## src/rtl/bp_common_pkg.sv

```systemverilog
// bp_common_pkg
//   Shared layout constants for the host-bridge memory arbiter.
//   The downstream tag (did) carries {zero pad, sequence, requester index};
//   the index field is wider than log2(num_req_p) so that an out-of-range
//   index coming back from memory is detectable. Supports up to 4 requesters.
//   Also holds the performance-counter width and a saturating increment.
package bp_common_pkg;

  localparam int unsigned hb_did_idx_width_gp  = 2;
  localparam int unsigned hb_did_seq_width_gp  = 3;
  localparam int unsigned hb_did_width_gp      = hb_did_idx_width_gp + hb_did_seq_width_gp;
  localparam int unsigned hb_perf_cnt_width_gp = 32;

  typedef struct packed {
    logic [hb_did_seq_width_gp-1:0] seq;
    logic [hb_did_idx_width_gp-1:0] idx;
  } hb_did_s;

  function automatic logic [hb_perf_cnt_width_gp-1:0] hb_sat_inc
    (input logic [hb_perf_cnt_width_gp-1:0] v);
    return (&v) ? v : v + hb_perf_cnt_width_gp'(1);
  endfunction

endpackage

```

## src/rtl/bp_hb_rr_arb.sv

```systemverilog
// bp_hb_rr_arb
//   Round-robin grant with lock. Priority starts one past the last requester
//   whose command transferred (requester 0 highest after reset). Once an
//   offer is visible downstream but not taken, the grant is held on that
//   requester until the transfer.
// Ports:
//   clk_i, reset_i  : clock, asynchronous active-high reset
//   req_v_i         : per-requester valid
//   stall_i         : offer presented downstream and not accepted this cycle
//   xfer_i          : offer accepted this cycle
//   grant_v_o       : a requester is granted
//   grant_idx_o     : granted requester index
module bp_hb_rr_arb
  import bp_common_pkg::*;
#(
  parameter int unsigned num_req_p = 2
) (
  input  logic                           clk_i,
  input  logic                           reset_i,
  input  logic [num_req_p-1:0]           req_v_i,
  input  logic                           stall_i,
  input  logic                           xfer_i,
  output logic                           grant_v_o,
  output logic [hb_did_idx_width_gp-1:0] grant_idx_o
);

  typedef logic [hb_did_idx_width_gp-1:0] idx_t;

  idx_t ptr_q, ptr_d;
  logic lock_q, lock_d;
  idx_t lock_idx_q, lock_idx_d;

  // Two passes: first the requesters at or above the pointer, then wrap.
  always_comb begin
    grant_v_o   = 1'b0;
    grant_idx_o = '0;
    if (lock_q) begin
      grant_idx_o = lock_idx_q;
      for (int unsigned i = 0; i < num_req_p; i++) begin
        if (lock_idx_q == idx_t'(i)) grant_v_o = req_v_i[i];
      end
    end else begin
      for (int unsigned i = 0; i < num_req_p; i++) begin
        if (!grant_v_o && req_v_i[i] && (idx_t'(i) >= ptr_q)) begin
          grant_v_o   = 1'b1;
          grant_idx_o = idx_t'(i);
        end
      end
      for (int unsigned i = 0; i < num_req_p; i++) begin
        if (!grant_v_o && req_v_i[i]) begin
          grant_v_o   = 1'b1;
          grant_idx_o = idx_t'(i);
        end
      end
    end
  end

  always_comb begin
    ptr_d      = ptr_q;
    lock_d     = lock_q;
    lock_idx_d = lock_idx_q;
    if (xfer_i) begin
      lock_d = 1'b0;
      if (grant_idx_o == idx_t'(num_req_p - 1)) ptr_d = '0;
      else                                      ptr_d = grant_idx_o + idx_t'(1);
    end else if (stall_i) begin
      lock_d     = 1'b1;
      lock_idx_d = grant_idx_o;
    end
  end

  always_ff @(posedge clk_i or posedge reset_i) begin
    if (reset_i) begin
      ptr_q      <= '0;
      lock_q     <= 1'b0;
      lock_idx_q <= '0;
    end else begin
      ptr_q      <= ptr_d;
      lock_q     <= lock_d;
      lock_idx_q <= lock_idx_d;
    end
  end

endmodule

```

## src/rtl/bp_hb_mem_arbiter.sv

```systemverilog
// bp_hb_mem_arbiter
//   Arbitrates I$/D$ fill requests onto one memory command channel and routes
//   memory responses back by the requester index carried in the did tag.
//   Each command is tagged {zero pad, per-requester 3-bit sequence, index};
//   responses must return per requester in sequence order. A response seen
//   with nothing outstanding, a bad index, or an unexpected sequence is
//   accepted, dropped and latches error_o until reset.
//   Optional feature macro: BP_HB_MEM_ARB_PERF_EN adds perf_stall_full_o and
//   perf_stall_ready_o saturating stall counters.
// Ports:
//   clk_i, reset_i                        : clock, asynchronous active-high reset
//   req_v_i / req_ready_and_o             : per-requester request handshake
//   req_addr_i, req_wr_i, req_data_i      : per-requester request fields
//   mem_cmd_v_o / mem_cmd_ready_and_i     : downstream command handshake
//   mem_cmd_addr_o/_wr_o/_data_o/_did_o   : downstream command fields
//   mem_resp_v_i / mem_resp_ready_and_o   : downstream response handshake
//   mem_resp_data_i, mem_resp_did_i       : downstream response fields
//   resp_v_o / resp_ready_and_i           : per-requester response handshake
//   resp_data_o                           : shared response data
//   error_o                               : sticky protocol error
module bp_hb_mem_arbiter
  import bp_common_pkg::*;
#(
  parameter int unsigned num_req_p         = 2,
  parameter int unsigned paddr_width_p     = 42,
  parameter int unsigned data_width_p      = 64,
  parameter int unsigned did_width_p       = 19,
  parameter int unsigned max_outstanding_p = 4
) (
  input  logic                                     clk_i,
  input  logic                                     reset_i,
  input  logic [num_req_p-1:0]                     req_v_i,
  output logic [num_req_p-1:0]                     req_ready_and_o,
  input  logic [num_req_p-1:0][paddr_width_p-1:0]  req_addr_i,
  input  logic [num_req_p-1:0]                     req_wr_i,
  input  logic [num_req_p-1:0][data_width_p-1:0]   req_data_i,
  output logic                                     mem_cmd_v_o,
  input  logic                                     mem_cmd_ready_and_i,
  output logic [paddr_width_p-1:0]                 mem_cmd_addr_o,
  output logic                                     mem_cmd_wr_o,
  output logic [data_width_p-1:0]                  mem_cmd_data_o,
  output logic [did_width_p-1:0]                   mem_cmd_did_o,
  input  logic                                     mem_resp_v_i,
  output logic                                     mem_resp_ready_and_o,
  input  logic [data_width_p-1:0]                  mem_resp_data_i,
  input  logic [did_width_p-1:0]                   mem_resp_did_i,
  output logic [num_req_p-1:0]                     resp_v_o,
  input  logic [num_req_p-1:0]                     resp_ready_and_i,
  output logic [data_width_p-1:0]                  resp_data_o,
  output logic                                     error_o
`ifdef BP_HB_MEM_ARB_PERF_EN
  ,output logic [hb_perf_cnt_width_gp-1:0]         perf_stall_full_o
  ,output logic [hb_perf_cnt_width_gp-1:0]         perf_stall_ready_o
`endif
);

  localparam int unsigned cnt_w_lp = $clog2(max_outstanding_p + 1);

  typedef logic [hb_did_idx_width_gp-1:0] idx_t;
  typedef logic [hb_did_seq_width_gp-1:0] seq_t;
  typedef logic [cnt_w_lp-1:0]            cnt_t;

  logic                    grant_v;
  idx_t                    grant_idx;
  logic                    cmd_xfer, cmd_stall, at_max;
  logic                    resp_xfer, resp_bad, resp_dec;
  hb_did_s                 resp_did, cmd_did;
  seq_t                    exp_sel, seq_sel;
  logic                    rdy_sel, idx_known;

  logic [num_req_p-1:0][hb_did_seq_width_gp-1:0] seq_q, seq_d;
  logic [num_req_p-1:0][hb_did_seq_width_gp-1:0] exp_q, exp_d;
  cnt_t                    cnt_q, cnt_d;
  logic                    error_q, error_d;

  logic                    unused_did_pad;
  assign unused_did_pad = ^mem_resp_did_i;

  bp_hb_rr_arb #(
    .num_req_p (num_req_p)
  ) rr_arb (
    .clk_i       (clk_i),
    .reset_i     (reset_i),
    .req_v_i     (req_v_i),
    .stall_i     (cmd_stall),
    .xfer_i      (cmd_xfer),
    .grant_v_o   (grant_v),
    .grant_idx_o (grant_idx)
  );

  // Response routing and validity check.
  always_comb begin
    resp_did  = hb_did_s'(mem_resp_did_i[hb_did_width_gp-1:0]);
    idx_known = 1'b0;
    exp_sel   = '0;
    rdy_sel   = 1'b0;
    for (int unsigned i = 0; i < num_req_p; i++) begin
      if (resp_did.idx == idx_t'(i)) begin
        idx_known = 1'b1;
        exp_sel   = exp_q[i];
        rdy_sel   = resp_ready_and_i[i];
      end
    end
    resp_bad             = (cnt_q == '0) | !idx_known | (resp_did.seq != exp_sel);
    // Bad responses are swallowed, so they never wait on a requester.
    mem_resp_ready_and_o = !reset_i & (resp_bad | rdy_sel);
    resp_xfer            = mem_resp_v_i & mem_resp_ready_and_o;
    resp_dec             = resp_xfer & (cnt_q != '0);
    resp_v_o             = '0;
    for (int unsigned i = 0; i < num_req_p; i++) begin
      resp_v_o[i] = !reset_i & mem_resp_v_i & !resp_bad & (resp_did.idx == idx_t'(i));
    end
    resp_data_o = mem_resp_data_i;
  end

  // Command issue. A response retiring in the same cycle frees the slot,
  // so issue at the limit is allowed then.
  always_comb begin
    at_max      = (cnt_q == cnt_t'(max_outstanding_p));
    mem_cmd_v_o = !reset_i & grant_v & (!at_max | resp_xfer);
    cmd_xfer    = mem_cmd_v_o & mem_cmd_ready_and_i;
    cmd_stall   = mem_cmd_v_o & !mem_cmd_ready_and_i;

    mem_cmd_addr_o  = '0;
    mem_cmd_wr_o    = 1'b0;
    mem_cmd_data_o  = '0;
    seq_sel         = '0;
    req_ready_and_o = '0;
    for (int unsigned i = 0; i < num_req_p; i++) begin
      if (grant_idx == idx_t'(i)) begin
        mem_cmd_addr_o     = req_addr_i[i];
        mem_cmd_wr_o       = req_wr_i[i];
        mem_cmd_data_o     = req_data_i[i];
        seq_sel            = seq_q[i];
        req_ready_and_o[i] = cmd_xfer;
      end
    end
    cmd_did.seq   = seq_sel;
    cmd_did.idx   = grant_idx;
    mem_cmd_did_o = did_width_p'(cmd_did);
  end

  always_comb begin
    seq_d   = seq_q;
    exp_d   = exp_q;
    cnt_d   = cnt_q;
    error_d = error_q | (resp_xfer & resp_bad);
    for (int unsigned i = 0; i < num_req_p; i++) begin
      if (cmd_xfer && (grant_idx == idx_t'(i)))
        seq_d[i] = seq_q[i] + seq_t'(1);
      if (resp_xfer && !resp_bad && (resp_did.idx == idx_t'(i)))
        exp_d[i] = exp_q[i] + seq_t'(1);
    end
    // Any accepted response retires a slot, dropped ones included, so a
    // misbehaving memory cannot leak the outstanding budget.
    case ({cmd_xfer, resp_dec})
      2'b10:   cnt_d = cnt_q + cnt_t'(1);
      2'b01:   cnt_d = cnt_q - cnt_t'(1);
      default: cnt_d = cnt_q;
    endcase
  end

  always_ff @(posedge clk_i or posedge reset_i) begin
    if (reset_i) begin
      seq_q   <= '0;
      exp_q   <= '0;
      cnt_q   <= '0;
      error_q <= 1'b0;
    end else begin
      seq_q   <= seq_d;
      exp_q   <= exp_d;
      cnt_q   <= cnt_d;
      error_q <= error_d;
    end
  end

  assign error_o = error_q;

`ifdef BP_HB_MEM_ARB_PERF_EN
  logic [hb_perf_cnt_width_gp-1:0] perf_full_q, perf_full_d;
  logic [hb_perf_cnt_width_gp-1:0] perf_rdy_q, perf_rdy_d;

  always_comb begin
    perf_full_d = (at_max && (|req_v_i)) ? hb_sat_inc(perf_full_q) : perf_full_q;
    perf_rdy_d  = cmd_stall ? hb_sat_inc(perf_rdy_q) : perf_rdy_q;
  end

  always_ff @(posedge clk_i or posedge reset_i) begin
    if (reset_i) begin
      perf_full_q <= '0;
      perf_rdy_q  <= '0;
    end else begin
      perf_full_q <= perf_full_d;
      perf_rdy_q  <= perf_rdy_d;
    end
  end

  assign perf_stall_full_o  = perf_full_q;
  assign perf_stall_ready_o = perf_rdy_q;
`endif

endmodule

```

## config.mk

```make
export PLATFORM = sky130hd
export DESIGN_NAME = bp_hb_mem_arbiter
export DESIGN_NICKNAME = d
export VERILOG_FILES = /design/src/rtl/bp_common_pkg.sv /design/src/rtl/bp_hb_rr_arb.sv /design/src/rtl/bp_hb_mem_arbiter.sv
export SDC_FILE = /design/constraint.sdc
export NUM_CORES = 1
export LEC_CHECK = 0
export ABC_AREA = 0
export CAP_MARGIN = 5
export CORE_AREA = 2 2 198 200
export CTS_CLUSTER_SIZE = 28
export DETAILED_ROUTE_END_ITERATION = 12
export DIE_AREA = 0 0 200 202
export PLACE_DENSITY_LB_ADDON = 0.15
export SYNTH_ARGS = -nofsm -noshare
export SYNTH_HDL_FRONTEND = slang
export SYNTH_SLANG_ARGS = --single-unit
```

## constraint.sdc

```tcl
create_clock -name clk_i -period 2.9 [get_ports clk_i]
set_input_delay 0.725 -clock clk_i [delete_from_list [all_inputs] [get_ports clk_i]]
set_output_delay 0.725 -clock clk_i [all_outputs]
set_load 0.05 [all_outputs]
```

==> results of run 1 <==
-- state kept, by name, indices dropped and copies added (netlist names) --
signal,count
rr_arb.lock_q,1
rr_arb.ptr_q,2
rr_arb.lock_idx_q,2
exp_q,6
error_o,1
cnt_q,3
seq_q,6
-- layer usage --
layer	routed length, um	GRT usage
met3	2180	0.0300
met2	11100	0.185
met5	0	0
met1	8050	0.113
met4	185	0.00979
-- critical path, delay by kind of cell --
kind | cells | cell delay, ps
buf+inv | 4 | 590
mux | 1 | 220
simple gates | 3 | 560
-- metrics by stage --
| stage | setup WS (ps) | hold WS, ps | cell area [um2] |
|---|---|---|---|
| final | 62.2 | 464 | 9960 |
| after global routing | -14.6 | 487 | 9960 |
| after CTS | -2.24 | 473 | 9910 |
| after detailed placement | -480 | 463 | 9470 |
| after global placement | -459 | 461 | 9470 |
| after floorplan | -287 | 441 | 4400 |
-- cells by family after synthesis --
family,count (synthesis),share of synthesized area
muxes,13,0.0438
AOI/OAI and AO/OA,117,0.182
other,1,0.00113
xor gates and xnor gates,14,0.0370
adders and majority gates,6,0.0249
DFF,21,0.159
and+or+nand+nor,255,0.322
buffers and inverters,123,0.230
-- power breakdown --
group | internal (mW) | total [mW] | switching, mW
sequential | 0.385 | 0.473 | 0.0883
clock | 0.185 | 0.301 | 0.115
combinational | 5.03 | 10.6 | 5.61
-- worst max path at each step --
stage	cells after the start	endpoint	slack, ps
detailed placement	8	resp_v_o[1]	-480
global placement	8	resp_v_o[1]	-460
global route	9	req_ready_and_o[1]	-10
floorplan	6	mem_cmd_addr_o[32]	-290
CTS	8	resp_v_o[1]	-2
finish	8	mem_cmd_v_o	60
-- area by class of cell --
type                    instances  area [um2]
flip-flops and latches         21         526
multi-input cells             419        3210
fillers                      4098       28300
clock inverters                 1        5.00
repair buffers                417        5460
inverters                       6        38.8
well taps                     518         648
clock buffers                   3        75.1
-- cell usage in the layout, fill, tap and decap left out, types with 4 or more instances in the layout --
cell type	instances
conb_1	14
xnor2_1	5
buf_4	50
a21oi_2	31
dfrtp_1	21
ha_1	4
nor2b_1	4
xor2_1	6
nand2_1	223
a21oi_4	80
buf_12	134
clkdlybuf4s50_1	218
inv_1	4
dlygate4sd2_1	4
-- what timing repair did --
action | in CTS | in global routing
setup buffers | 17 | 5
setup endpoints to repair | 118 | 37
pin swaps | 25 | 9
resized for setup | 44 | 13
gates cloned | 2 | 0
hold buffers | 0 | 0
==> results.toml, run 1 <==
[status]
status = "finished clean"

[clocking]
cts_made_buffers = 3
cts_tree = "built"
path_clk_slew_ps = 60
cts_sinks = 21
htree_levels = 1
clockBufferDepth = 2
root_buffer = "clkbuf_16"
clk_latency_ps = 250

[die]
die_area_um2 = 40400
start_util = 0.0865
rows = 72
io_pins = 502
dieWidth_um = 200
core_area_um2 = 38300
die_height_um = 202

[worst_setup_path]
reg2reg_depth = 13
critical_path_required_ps = 2170
r2r-start = "exp_q[1]"
cpMostUsedCell = "buf_4"
critPathArrivalTime_ps = 2110
slowest_stage = "nor4_4"
critPathKind = "in -> out"
reg2reg_to = "cnt_q[2]"
crit_path_start_kind = "input port"
critPathMaxFanout = 5
crit_chain = "buf_8, buf_4, mux2i_2, nand4b_1, nor4_4, buf_4, nor2_2, buf_6"
cp_slowest_stage_delay_ps = 320
endpoint_kind = "output pin"
crit_path_start = "mem_resp_did_i[0]"
reg2reg_setup_slack_ps = 510

[cells_and_area]
finalNonFillerCells = 1385
diodes = 0
drive_above_1_share = 0.389
num-nets-final = 1179
area_growth_pct = 201
fin_util = 0.260

[sta]
final-max-slew-violation-count = 0
grt_setup_unrepaired = "true"
setup_violations = 0
slew_headroom = 0.666
fin_crit_ps = 2840
worst_pin_slew_ps = 500
hold_viol = 0
fmax_mhz = 352
finalClockSkew_ps = 1.03
fin_setup_tns_ps = 0
finalCritPeriodShare = 0.979

[synth]
synthCells = 550
async_flop_share = 1.00
yosys.area.top_type = "nand2_1"
synth_seq_cells = 21
synth_top_area_share = 0.254
synth_area_leaders = "nand2_1 25%, buf_4 18%, a21oi_1 17%, dfrtp_1 16%, clkbuf_1 4.2%"
syn-cell-area_um2 = 3310
yosysMostFrequentCell = "nand2_1"
synth_flop_cell = "dfrtp_1"
synth-edff-count = 0
syn_avg_cell_area_um2 = 6.02
synth_seq_area_share = 0.159
ys_types = 38
ys_warn_count = 0
ys_top_cells_by_count = "224 x nand2_1, 111 x a21oi_1, 78 x buf_4"

[global_routing]
grt_pass1_wl_um = 30600
grt_usage = 0.0989
grt_overflow_total = 0
grt_max_degree = 39
antenna_found_initial = 0
first_global_vias = 4866

[pwr]
p_per_area_nw_per_um2 = 1150
p_leak_nw = 3.94
ir_drop_mv = 0.537
power_mw = 11.4

[place]
numPortBuffers = 345
gp_congestion = 0.704
numPlacedInstances = 1359
hpwl_um = 17300

[routing]
wl_per_cell_um = 15.5
drc = 0
antenna_left = 0
first_iter_violations = 88
vias = 4730
totalWireLength_um = 21500
vias_per_cell = 3.42
drt_pass1_iterations = 4

[worst_hold_path]
min_delay_path_depth = 1
hp-class = "reg -> reg"
min_from = "seq_q[2]"
holdPathEnd = "seq_q[2]"

[flow_run]
max-cap-violations = 0
No activity file was read; power rests on OpenSTA's default activity.
==> inputs of run 2 (changes only) <==
--- a/config.mk
+++ b/config.mk
@@ -12,6 +12,7 @@
 export DETAILED_ROUTE_END_ITERATION = 12
 export DIE_AREA = 0 0 200 202
 export PLACE_DENSITY_LB_ADDON = 0.15
+export SKIP_CTS_REPAIR_TIMING = 1
 export SYNTH_ARGS = -nofsm -noshare
 export SYNTH_HDL_FRONTEND = slang
 export SYNTH_SLANG_ARGS = --single-unit
==> results.toml, run 2 (synthesized netlist as in run 1, its figures left out) <==
[status]
status = "complete, but fails checks"
violations = "negative setup slack"

[cells_and_area]
area_growth_pct = 202
diodes = 0
fin_util = 0.261
mostFrequentLayoutCells = "223 x nand2_1, 219 x clkdlybuf4s50_1, 132 x buf_12"
num-nets-final = 1177
reg_top3 = "exp_q: 6 flops, seq_q: 6 flops, cnt_q: 3 flops"
drive_above_1_share = 0.383
final_common_cell = "nand2_1"
fillers = 4090

[routing]
vias = 4721
drc = 0
wl_per_cell_um = 16.0
drt_pass1_iterations = 4
first_iter_violations = 92
totalWireLength_um = 22200
antenna_left = 0
vias_per_cell = 3.41

[pwr]
p_leak_nw = 3.98
swShare = 0.509
ir_drop_mv = 0.537
power_switching_mw = 5.86
clkPwrFrac = 0.026
p_per_area_nw_per_um2 = 1150
seqPwrFrac = 0.041
internal-power_mw = 5.66
combinationalPowerShare = 0.933

[worst_setup_path]
endpoint_kind = "output pin"
reg2reg_setup_slack_ps = 570
critPathArrivalTime_ps = 2200
critPathMaxFanout = 5
crit_path_start_kind = "input port"
critical_path_required_ps = 2170
critPathKind = "in -> out"

[global_routing]
grt_pass1_wl_um = 29300
antenna_found_initial = 0
grt_max_degree = 39
first_global_vias = 4750
grt_usage = 0.0935
grt_overflow_total = 0

[die]
die_area_um2 = 40400
dieWidth_um = 200
die_height_um = 202
start_util = 0.0865
rows = 72
io_pins = 502
core_area_um2 = 38300

[clocking]
cts_sinks = 21
cts_tree = "built"
path_clk_slew_ps = 60
cts_made_buffers = 3
root_buffer = "clkbuf_16"
htree_levels = 1
clockBufferDepth = 2
clk_latency_ps = 250

[place]
hpwl_um = 17300
gp_congestion = 0.704
numPortBuffers = 345

[sta]
fin_crit_ps = 2930
finalClockSkew_ps = 1.81
grt_setup_unrepaired = "true"
finalCritPeriodShare = 1.01
fmax_mhz = 342
setup_slack_ps = -26.1
slew_headroom = 0.666
fin_setup_tns_ps = -43.4
hold_viol = 0
worst_pin_slew_ps = 499
whs_ps = 467
final-max-slew-violation-count = 0
setup_violations = 2

[worst_hold_path]
hp-class = "reg -> reg"

[flow_run]
max-cap-violations = 0
run 2: power by group through the flow:
stage | logic (mW) | clock network [mW] | registers, mW
2_1_floorplan | 5.56 | 0 | 0.452
3_3_place_gp | 10.2 | 0 | 0.477
3_5_place_dp | 10.2 | 0 | 0.473
4_1_cts | 10.3 | 0.313 | 0.469
5_1_grt | 11.3 | 0.322 | 0.486
6_report | 10.8 | 0.298 | 0.469
run 2: metrics by stage:
stage	power, mW	instance area (um2)	setup slack (ps)	cells
after floorplan	6.02	4400	-287	563
after global placement	10.7	9470	-459	1359
after detailed placement	10.7	9470	-480	1359
after CTS	11.0	9550	-493	1363
after global routing	12.1	10000	-116	1383
final	11.5	10000	-26.1	1383
run 2: layout make-up:
class | count | area, um2 | area share
Tap cell | 518 | 648 | 0.0648
Inverter | 6 | 38.8 | 0.00388
Multi-Input combinational cell | 419 | 3210 | 0.321
Timing Repair Buffer | 415 | 5500 | 0.550
Clock buffer | 3 | 75.1 | 0.00750
Clock inverter | 1 | 5.00 | 0.000500
Sequential cell | 21 | 526 | 0.0525
run 2: worst max-delay path, cell delays in order:
cell	delay, ps
buf_6	70
buf_8	120
mux2i_4	290
xnor2_4	120
nor4_4	360
buf_4	200
and3_4	190
buf_12	130
run 2: final timing paths:
kind	cells past startpoint	start	end
setup / recovery	8	mem_resp_did_i[0]	resp_v_o[1]
hold / removal	1	seq_q[2]	seq_q[2]
setup reg to reg	11	exp_q[1]	cnt_q[2]
hold reg to reg	1	seq_q[2]	seq_q[2]
max in group asynchronous	3	reset_i	seq_q[1]
min in group asynchronous	3	reset_i	error_o
run 2: per-layer routing:
metal	wire [um]	GRT usage	vias up
met4	175	0.00926	0
met3	2170	0.0292	16
met2	11200	0.176	238
met5	0	0	-
met1	8620	0.105	2155
li1	-	-	2312
==> inputs of run 3 (changes only) <==
--- a/config.mk
+++ b/config.mk
@@ -11,6 +11,7 @@
 export CTS_CLUSTER_SIZE = 28
 export DETAILED_ROUTE_END_ITERATION = 12
 export DIE_AREA = 0 0 200 202
+export GPL_TIMING_DRIVEN = 0
 export PLACE_DENSITY_LB_ADDON = 0.15
 export SKIP_CTS_REPAIR_TIMING = 1
 export SYNTH_ARGS = -nofsm -noshare
==> results.toml, run 3 (synthesized netlist as in run 1, its figures left out) <==
[status]
status = "finished clean"

[routing]
drc = 0
first_iter_violations = 125
vias_per_cell = 3.40
totalWireLength_um = 24700
drt_pass1_iterations = 6
vias = 5157
wl_per_cell_um = 16.2
antenna_left = 0

[global_routing]
grt_overflow_total = 0
grt_pass1_wl_um = 33500
first_global_vias = 5231
grt_usage = 0.110
grt_max_degree = 25
antenna_found_initial = 0

[worst_setup_path]
reg2reg_setup_slack_ps = 360
r2r-start = "exp_q[3]"
critPathKind = "in -> out"
slowest_stage = "nor4_4"
cp_slowest_stage_delay_ps = 350
reg2reg_depth = 12
critical_path_required_ps = 2170
cp.depth = 8
critPathArrivalTime_ps = 2150
endpoint_kind = "output pin"
reg2reg_to = "cnt_q[1]"
path_delay_family = "simple AND/OR/NAND/NOR gates"
crit_chain = "buf_12, mux2i_4, xnor2_4, nor4_4, buf_4, nand2_2, nor2_2, buf_6"
critPathMaxFanout = 8
cp_num_buf_inv = 3
crit_path_start_kind = "input port"

[cells_and_area]
final_common_cell = "clkdlybuf4s50_1"
mostFrequentLayoutCells = "281 x clkdlybuf4s50_1, 217 x nand2_1, 108 x buf_4"
final_area_um2 = 9920
area_growth_pct = 200
finalNonFillerCells = 1518
num-nets-final = 1312
diodes = 0
drive_above_1_share = 0.405
reg_top3 = "exp_q: 6 flops, seq_q: 6 flops, cnt_q: 3 flops"
fillers = 4186

[pwr]
combinationalPowerShare = 0.922
swShare = 0.585
p_leak_nw = 4.15
clkPwrFrac = 0.030
p_per_area_nw_per_um2 = 994
seqPwrFrac = 0.049
ir_drop_mv = 0.397
power_switching_mw = 5.77
internal-power_mw = 4.09

[sta]
worst_pin_slew_ps = 737
finalClockSkew_ps = 1.76
setup_violations = 0
fin_crit_ps = 2870
slew_headroom = 0.508
grt_setup_unrepaired = "true"
fmax_mhz = 348
finalCritPeriodShare = 0.991
whs_ps = 470
setup_slack_ps = 27.5
hold_viol = 0
final-max-slew-violation-count = 0

[place]
numPlacedInstances = 1490
hpwl_um = 20300
placed_area_um2 = 9150
numPortBuffers = 408
gp_congestion = 0.743
place_ws_ps = -2530

[clocking]
cts_tree = "built"
clockBufferDepth = 2
path_clk_slew_ps = 60
htree_levels = 1
cts_made_buffers = 3
root_buffer = "clkbuf_16"
cts_sinks = 21
clk_latency_ps = 250

[worst_hold_path]
holdPathEnd = "seq_q[2]"
hp-class = "reg -> reg"
min_delay_path_depth = 1
min_from = "seq_q[2]"

[die]
io_pins = 502
start_util = 0.0865
core_area_um2 = 38300
rows = 72
die_height_um = 202
die_area_um2 = 40400
dieWidth_um = 200

[flow_run]
max-cap-violations = 0
run 3: worst max-delay path by stage:
stage                      startpoint                 end  slack [ps]
floorplan                  req_v_i[0]  mem_cmd_addr_o[32]        -290
global placement           req_v_i[0]  mem_cmd_data_o[24]       -2520
detailed placement         req_v_i[0]  mem_cmd_data_o[24]       -2530
CTS                        req_v_i[0]  mem_cmd_data_o[24]       -2540
global route        mem_resp_did_i[0]         resp_v_o[0]         -30
finish              mem_resp_did_i[0]         resp_v_o[0]          30
run 3: cell type report:
cell class	count	area, um2	share of cell area
timing repair buffer	432	4400	0.443
multi-input combinational	419	3230	0.325
buffer	117	1010	0.101
tap	518	648	0.0653
sequential	21	526	0.0530
clock buffer	4	78.8	0.00794
inverter	6	33.8	0.00340
timing repair inverter	1	5.00	0.000504
run 3: layer usage:
layer	GRT usage	share of wire	routed length, um	up-vias
met5	0	0	0	-
met4	0.00608	0.0027	67	0
li1	-	-	-	2593
met3	0.0242	0.082	2020	4
met2	0.213	0.53	13000	224
met1	0.125	0.39	9590	2336
run 3: power by group through the flow:
stage | registers, mW | logic [mW] | clock network, mW
2_1_floorplan | 0.452 | 5.56 | 0
3_3_place_gp | 0.477 | 8.25 | 0
3_5_place_dp | 0.477 | 8.24 | 0
4_1_cts | 0.472 | 8.27 | 0.307
5_1_grt | 0.492 | 9.60 | 0.331
6_report | 0.479 | 9.09 | 0.294
run 3: stage by stage:
stage	utilization	total power [mW]	setup TNS, ps
after detailed placement	0.239	8.71	-227440
final	0.259	9.86	0
after global placement	0.238	8.72	-227950
after global routing	0.259	10.4	-62.9
after floorplan	-	6.02	-3050
after CTS	0.241	9.05	-227150
